**src/rtl/l0_line_supplier.sv**
```systemverilog
// l0_line_supplier: holds the fetch PC and a small FIFO-replaced L0 line buffer,
// presenting hits or miss announcements to fetch and refilling misses from L1I.
module l0_line_supplier #(
   parameter int          CACHE_LINE_WIDTH   = 64,
   parameter int          SUPER_SCALAR_WIDTH = 4,
   parameter int          L0_ENTRIES         = 4,
   parameter logic [63:0] RESET_PC           = 64'h0
) (
   input  logic                          clk_in,
   input  logic                          rst_N_in,
   input  logic                          flush_in,
   input  logic [63:0]                   flush_pc_in,
   input  logic                          bp_taken_in,
   input  logic [63:0]                   bp_target_in,
   input  logic                          fetch_ready_in,
   input  logic                          l0_inv_in,
   output logic [63:0]                   pred_pc,
   output logic                          pc_valid,
   output logic                          bp_l0_valid,
   output logic [CACHE_LINE_WIDTH*8-1:0] l0_cacheline,
   output logic                          l1i_req_valid_out,
   output logic [63:0]                   l1i_req_addr_out,
   input  logic                          l1i_req_ready_in,
   input  logic                          l1i_fill_valid_in,
   input  logic [CACHE_LINE_WIDTH*8-1:0] l1i_fill_line_in
);
   localparam int OB = $clog2(CACHE_LINE_WIDTH);
   localparam int LW = CACHE_LINE_WIDTH * 8;
   localparam int RB = $clog2(L0_ENTRIES);
   localparam logic [63:0] GROUP_BYTES = 64'(4 * SUPER_SCALAR_WIDTH);

   typedef enum logic [1:0] {RUN, MISS_REQ, MISS_WAIT, DRAIN} state_t;

   state_t                r_state, w_state_nxt;
   logic [63:0]           r_pc, r_pend_pc, w_pc_nxt, w_seq, w_nxt, w_off;
   logic [63-OB:0]        r_miss_tag;
   logic [RB-1:0]         r_rptr, w_hit_idx;
   logic [L0_ENTRIES-1:0] r_vld;
   logic [63-OB:0]        r_tag  [L0_ENTRIES];
   logic [LW-1:0]         r_line [L0_ENTRIES];
   logic                  w_hit, w_present, w_miss, w_install;

   always_comb begin
      w_hit     = 1'b0;
      w_hit_idx = '0;
      for (int i = 0; i < L0_ENTRIES; i++)
         if (r_vld[i] && r_tag[i] == r_pc[63:OB]) begin
            w_hit     = 1'b1;
            w_hit_idx = RB'(i);
         end
   end

   // Groups crossing the line end restart at the next line; fetch pads with NOPs.
   assign w_off = 64'(r_pc[OB-1:0]) + GROUP_BYTES;
   assign w_seq = (w_off >= 64'(CACHE_LINE_WIDTH)) ? {r_pc[63:OB] + (64-OB)'(1), {OB{1'b0}}}
                                                    : r_pc + GROUP_BYTES;
   assign w_nxt = bp_taken_in ? bp_target_in : w_seq;

   assign l1i_req_valid_out = (r_state == MISS_REQ);
   assign l1i_req_addr_out  = {r_miss_tag, {OB{1'b0}}};

   always_ff @(posedge clk_in or negedge rst_N_in)
      if (!rst_N_in) r_state <= RUN;
      else           r_state <= w_state_nxt;

   always_comb begin
      w_state_nxt = r_state;
      w_pc_nxt    = flush_in ? flush_pc_in : r_pc;
      w_present   = 1'b0;
      w_miss      = 1'b0;
      w_install   = 1'b0;
      case (r_state)
         RUN: begin
            w_present   = !flush_in && fetch_ready_in;
            w_miss      = w_present && !w_hit;
            w_pc_nxt    = flush_in ? flush_pc_in : (w_present && w_hit) ? w_nxt : r_pc;
            w_state_nxt = w_miss ? MISS_REQ : RUN;
         end
         MISS_REQ:
            w_state_nxt = l1i_req_ready_in ? (flush_in ? DRAIN : MISS_WAIT)
                                           : (flush_in ? RUN : MISS_REQ);
         MISS_WAIT: begin
            w_install   = l1i_fill_valid_in;
            w_pc_nxt    = flush_in ? flush_pc_in : l1i_fill_valid_in ? r_pend_pc : r_pc;
            w_state_nxt = l1i_fill_valid_in ? RUN : flush_in ? DRAIN : MISS_WAIT;
         end
         DRAIN: begin
            w_install   = l1i_fill_valid_in;
            w_state_nxt = l1i_fill_valid_in ? RUN : DRAIN;
         end
      endcase
   end

   always_ff @(posedge clk_in or negedge rst_N_in)
      if (!rst_N_in) begin
         r_pc         <= RESET_PC;
         r_pend_pc    <= '0;
         r_miss_tag   <= '0;
         r_rptr       <= '0;
         r_vld        <= '0;
         pred_pc      <= '0;
         pc_valid     <= 1'b0;
         bp_l0_valid  <= 1'b0;
         l0_cacheline <= '0;
      end else begin
         r_pc        <= w_pc_nxt;
         pc_valid    <= w_present;
         bp_l0_valid <= w_present && w_hit;
         if (w_present) pred_pc <= r_pc;
         if (w_present && w_hit) l0_cacheline <= r_line[w_hit_idx];
         if (w_miss) begin
            r_miss_tag <= r_pc[63:OB];
            r_pend_pc  <= w_nxt;
         end
         if (l0_inv_in) r_vld <= '0;
         if (w_install) begin
            r_vld[r_rptr] <= 1'b1;
            r_rptr        <= r_rptr + RB'(1);
         end
      end

   always_ff @(posedge clk_in)
      if (w_install) begin
         r_tag[r_rptr]  <= r_miss_tag;
         r_line[r_rptr] <= l1i_fill_line_in;
      end
endmodule
```
**config.mk**
```make
export PLATFORM = sky130hd
export DESIGN_NAME = l0_line_supplier
export DESIGN_NICKNAME = d
export VERILOG_FILES = /design/src/rtl/l0_line_supplier.sv
export SDC_FILE = /design/constraint.sdc
export NUM_CORES = 2
export LEC_CHECK = 0
export ABC_AREA = 1
export CAP_MARGIN = 20
export CORE_UTILIZATION = 35
export DETAILED_ROUTE_END_ITERATION = 6
export RECOVER_POWER = 50
export SKIP_LAST_GASP = 1
export SYNTH_ARGS = -nofsm -noshare
export SYNTH_HDL_FRONTEND = slang
export SYNTH_SLANG_ARGS = --single-unit
```
**constraint.sdc**
```tcl
create_clock -name clk_in -period 34.5 [get_ports clk_in]
set_input_delay 8.625 -clock clk_in [delete_from_list [all_inputs] [get_ports clk_in]]
set_output_delay 8.625 -clock clk_in [all_outputs]
set_load 0.03 [all_outputs]
```
==> metrics <==
status=complete, but fails checks; failing checks=capacitance limit, slew limit; Int Pwr=6.90 mW; Synth async-reset ratio=25.3%; top-count cell post-synth=nand2_1; wire per inst=21.4 um; crit share post-route=59.3%; DRT iter0 DRCs=just under 10000; clk root buf=clkbuf_16; RSZ-0062 raised after global routing=no; P&R area growth vs syn=21.4%; CORE AREA=383000 um2; largest stage delay on the critical path=4.17 ns; initial antenna violation count=between 200 and 250; Cell Area, Synth=between 100000 and 150000 um2; crit start category=input pin; top post-synthesis cells by area=edfxtp_1 (51%), dfrtp_1 (14%), nand2_1 (11%); critical-path cell list=clkbuf_1 -> clkbuf_1 -> clkbuf_1 -> clkbuf_1; Syn Inst Count=about 14000; Worst Hold Slack=approximately 0.48 ns; crit-path most repeated cell=clkbuf_1; IO Port Bufs=1284; post-synth top area cell=edfxtp_1; Post-synth EDFFs=~2300; initial core utilization=about a third; worst hold path cell count=2; worst hold start=r_pend_pc[4]$_DFFE_PN0P_; largest net degree at the start of global routing=176; Combinational Power Share=about 15%; register area share after synthesis=65.0%; crit-path max FO=80; Critical Path End Type=async pin; vias in the first global route=92300; Hold WC Path Type=reg -> reg; skew final=0.102 ns; Crit path max-delay family=buffers and inverters; Synth Register Bits=3052; post-synth top area share=50.7%; fin. max-slew vios=1186; Final setup viols=0; switching share of power=29.3%; worst skew pair latency=0.95 ns; first drt pass iteration count=6; max cap viols=21; die width=623 um; setup total negative slack=0 ns; Sw Pwr=~2.9 mW; clk slew on worst S/H paths=0.06 ns; # clock sinks=3052; site row count=227; DPL Wire Length=280000 um; Synth Flop Type=edfxtp_1; global route overflow=0; cts repair resizes=0; Sequential Power Share=about 48%; via count=around 100000; Die Span Y=623 um; Warnings, synthesis=0; worst slew margin relative to its limit=-508%; syn_area_per_cell=9.48 um2; Buf+Inv Stages, Crit Path=4; H-tree depth=5; first-pass GRT wire length=644000 um; worst r2r path cells=5; PD cells=59.5 nW/um2; total die area=slightly below 400000 um2; Hold Vio Cnt, Final=0; CP required=~35 ns; reg2reg end=r_line[3][442]$_DFFE_PP_; Synth top cells by count=nand2_1 (4024), inv_1 (2559), edfxtp_1 (2280); GP Congestion=0.953; DRC viols=0; All-Layer GR Usage=22.2%; Synth cell types=36; fmax=around 49 MHz; worst ir drop on vdd=0.0619 mV; DR vias/cell=4.80; CP max stage cell=clkbuf_1; reg2reg setup slack=about 25 ns; measured slew at the worst slew-check pin=9.12 ns; crit path time final=just over 20 ns; Pleak=approximately 72 nW; CTS Hold Bufs=0; Max Buffers Root-to-Sink=4; I/O pin count=approximately 1300; reg2reg start=r_state[1]$_DFF_PN0_; ANT nets after route=0; final layout net count=16000; Hold Path Sink=r_pend_pc[4]$_DFFE_PN0P_; TritonCTS buffer count=roughly 340; Clock power frac=37.3%; Arr. time, crit path=20.64 ns; WS Path Type=in -> async; layout cells sized above 1=under 10%; Setup Fix Bufs, Post-CTS=0; Routed Wire Length=446000 um; TritonCTS clock tree=done
-- worst register-to-register path, stage by stage, from the launching register on --
cell      delay (ns)
dfrtp_1         0.47
nand2_1         0.39
nor2_1          0.93
clkbuf_1        4.96
buf_4           1.72
buf_4           0.80
-- registers in the layout, indices dropped and copies added, names as in the netlist, 4 cells and up --
register / count
l0_cacheline: 512
r_line: 2048
r_tag: 232
r_miss_tag: 58
r_pc: 64
r_vld: 4
pred_pc: 64
r_pend_pc: 64
-- metrics by stage --
step           instances  cell area (um2)  setup slack [ns]  total power, mW  util, %
2_1_floorplan      14300           135000             0.505             5.58        -
3_3_place_gp       20000           153000             19.53             6.15     39.8
3_5_place_dp       20000           153000             19.46             6.16     39.8
4_1_cts            20600           164000             20.49             9.80     42.7
5_1_grt            20700           164000             11.64             10.1     42.7
6_report           20800           164000             14.04             9.76     42.8
-- cells in the final DEF (no fill, tap or decap), types with 154 or more instances in the layout --
| cell type | instances |
|---|---|
| a21oi_1 | 314 |
| clkbuf_16 | 344 |
| clkdlybuf4s50_1 | 737 |
| dfrtp_1 | 771 |
| diode_2 | 154 |
| dlygate4sd3_1 | 545 |
| edfxtp_1 | 2280 |
| inv_1 | 2559 |
| nand2_1 | 4022 |
| nand3_1 | 961 |
| nand3b_1 | 518 |
| nor2_1 | 1494 |
| o21ai_0 | 283 |
-- kinds of logic (layout without fill, tap and decap cells) --
kind of cell,Yosys count,after routing,synth area share (%)
fa+ha+maj,7,7,0.0649
buf+inv,3310,4646,9.49
simple gates,7078,7078,22.2
flops,3052,3052,65.0
other cells,1,160,0.00278
compound gates,712,712,2.70
xor+xnor,85,85,0.552
-- how the worst max path moves through the flow --
stage | cells past startpoint | end | slack, ns | from
finish | 4 | l0_cacheline[254]$_DFFE_PN0P_ | 14.04 | rst_N_in
global route | 4 | l0_cacheline[128]$_DFFE_PN0P_ | 11.64 | rst_N_in
CTS | 8 | r_line[0][458]$_DFFE_PP_ | 20.49 | l1i_fill_valid_in
detailed placement | 8 | r_line[0][24]$_DFFE_PP_ | 19.46 | l1i_fill_valid_in
global placement | 8 | r_line[0][39]$_DFFE_PP_ | 19.53 | l1i_fill_valid_in
floorplan | 3 | r_line[0][0]$_DFFE_PP_ | 0.50 | l1i_fill_valid_in
-- cell type report --
cell class                 count  area, um2
sequential                  3052      87800
fill                       36300     219000
clock buffer                 467       9420
multi-input combinational   7888      34500
antenna                      154        385
tap                         5038       6300
timing repair buffer        1431      14100
clock inverter               157       1710
inverter                    2591       9740
-- power by group through the flow --
stage               Clock [mW]  Sequential [mW]  Combinational (mW)
floorplan                    0             4.89               0.690
CTS                       3.70             4.66                1.45
global placement             0             4.72                1.43
global route              3.83             4.69                1.55
detailed placement           0             4.73                1.44
finish                    3.64             4.68                1.44
-- layer usage --
| layer | routed length (um) | vias up | global-route usage [%] |
|---|---|---|---|
| li1 | - | 46900 | - |
| met4 | 20900 | 76 | 10.1 |
| met2 | 206000 | 4005 | 35.4 |
| met3 | 35400 | 903 | 4.26 |
| met5 | 471 | - | 0 |
| met1 | 183000 | 47800 | 29.4 |
Note: power is estimated with default switching activity, not from simulation.
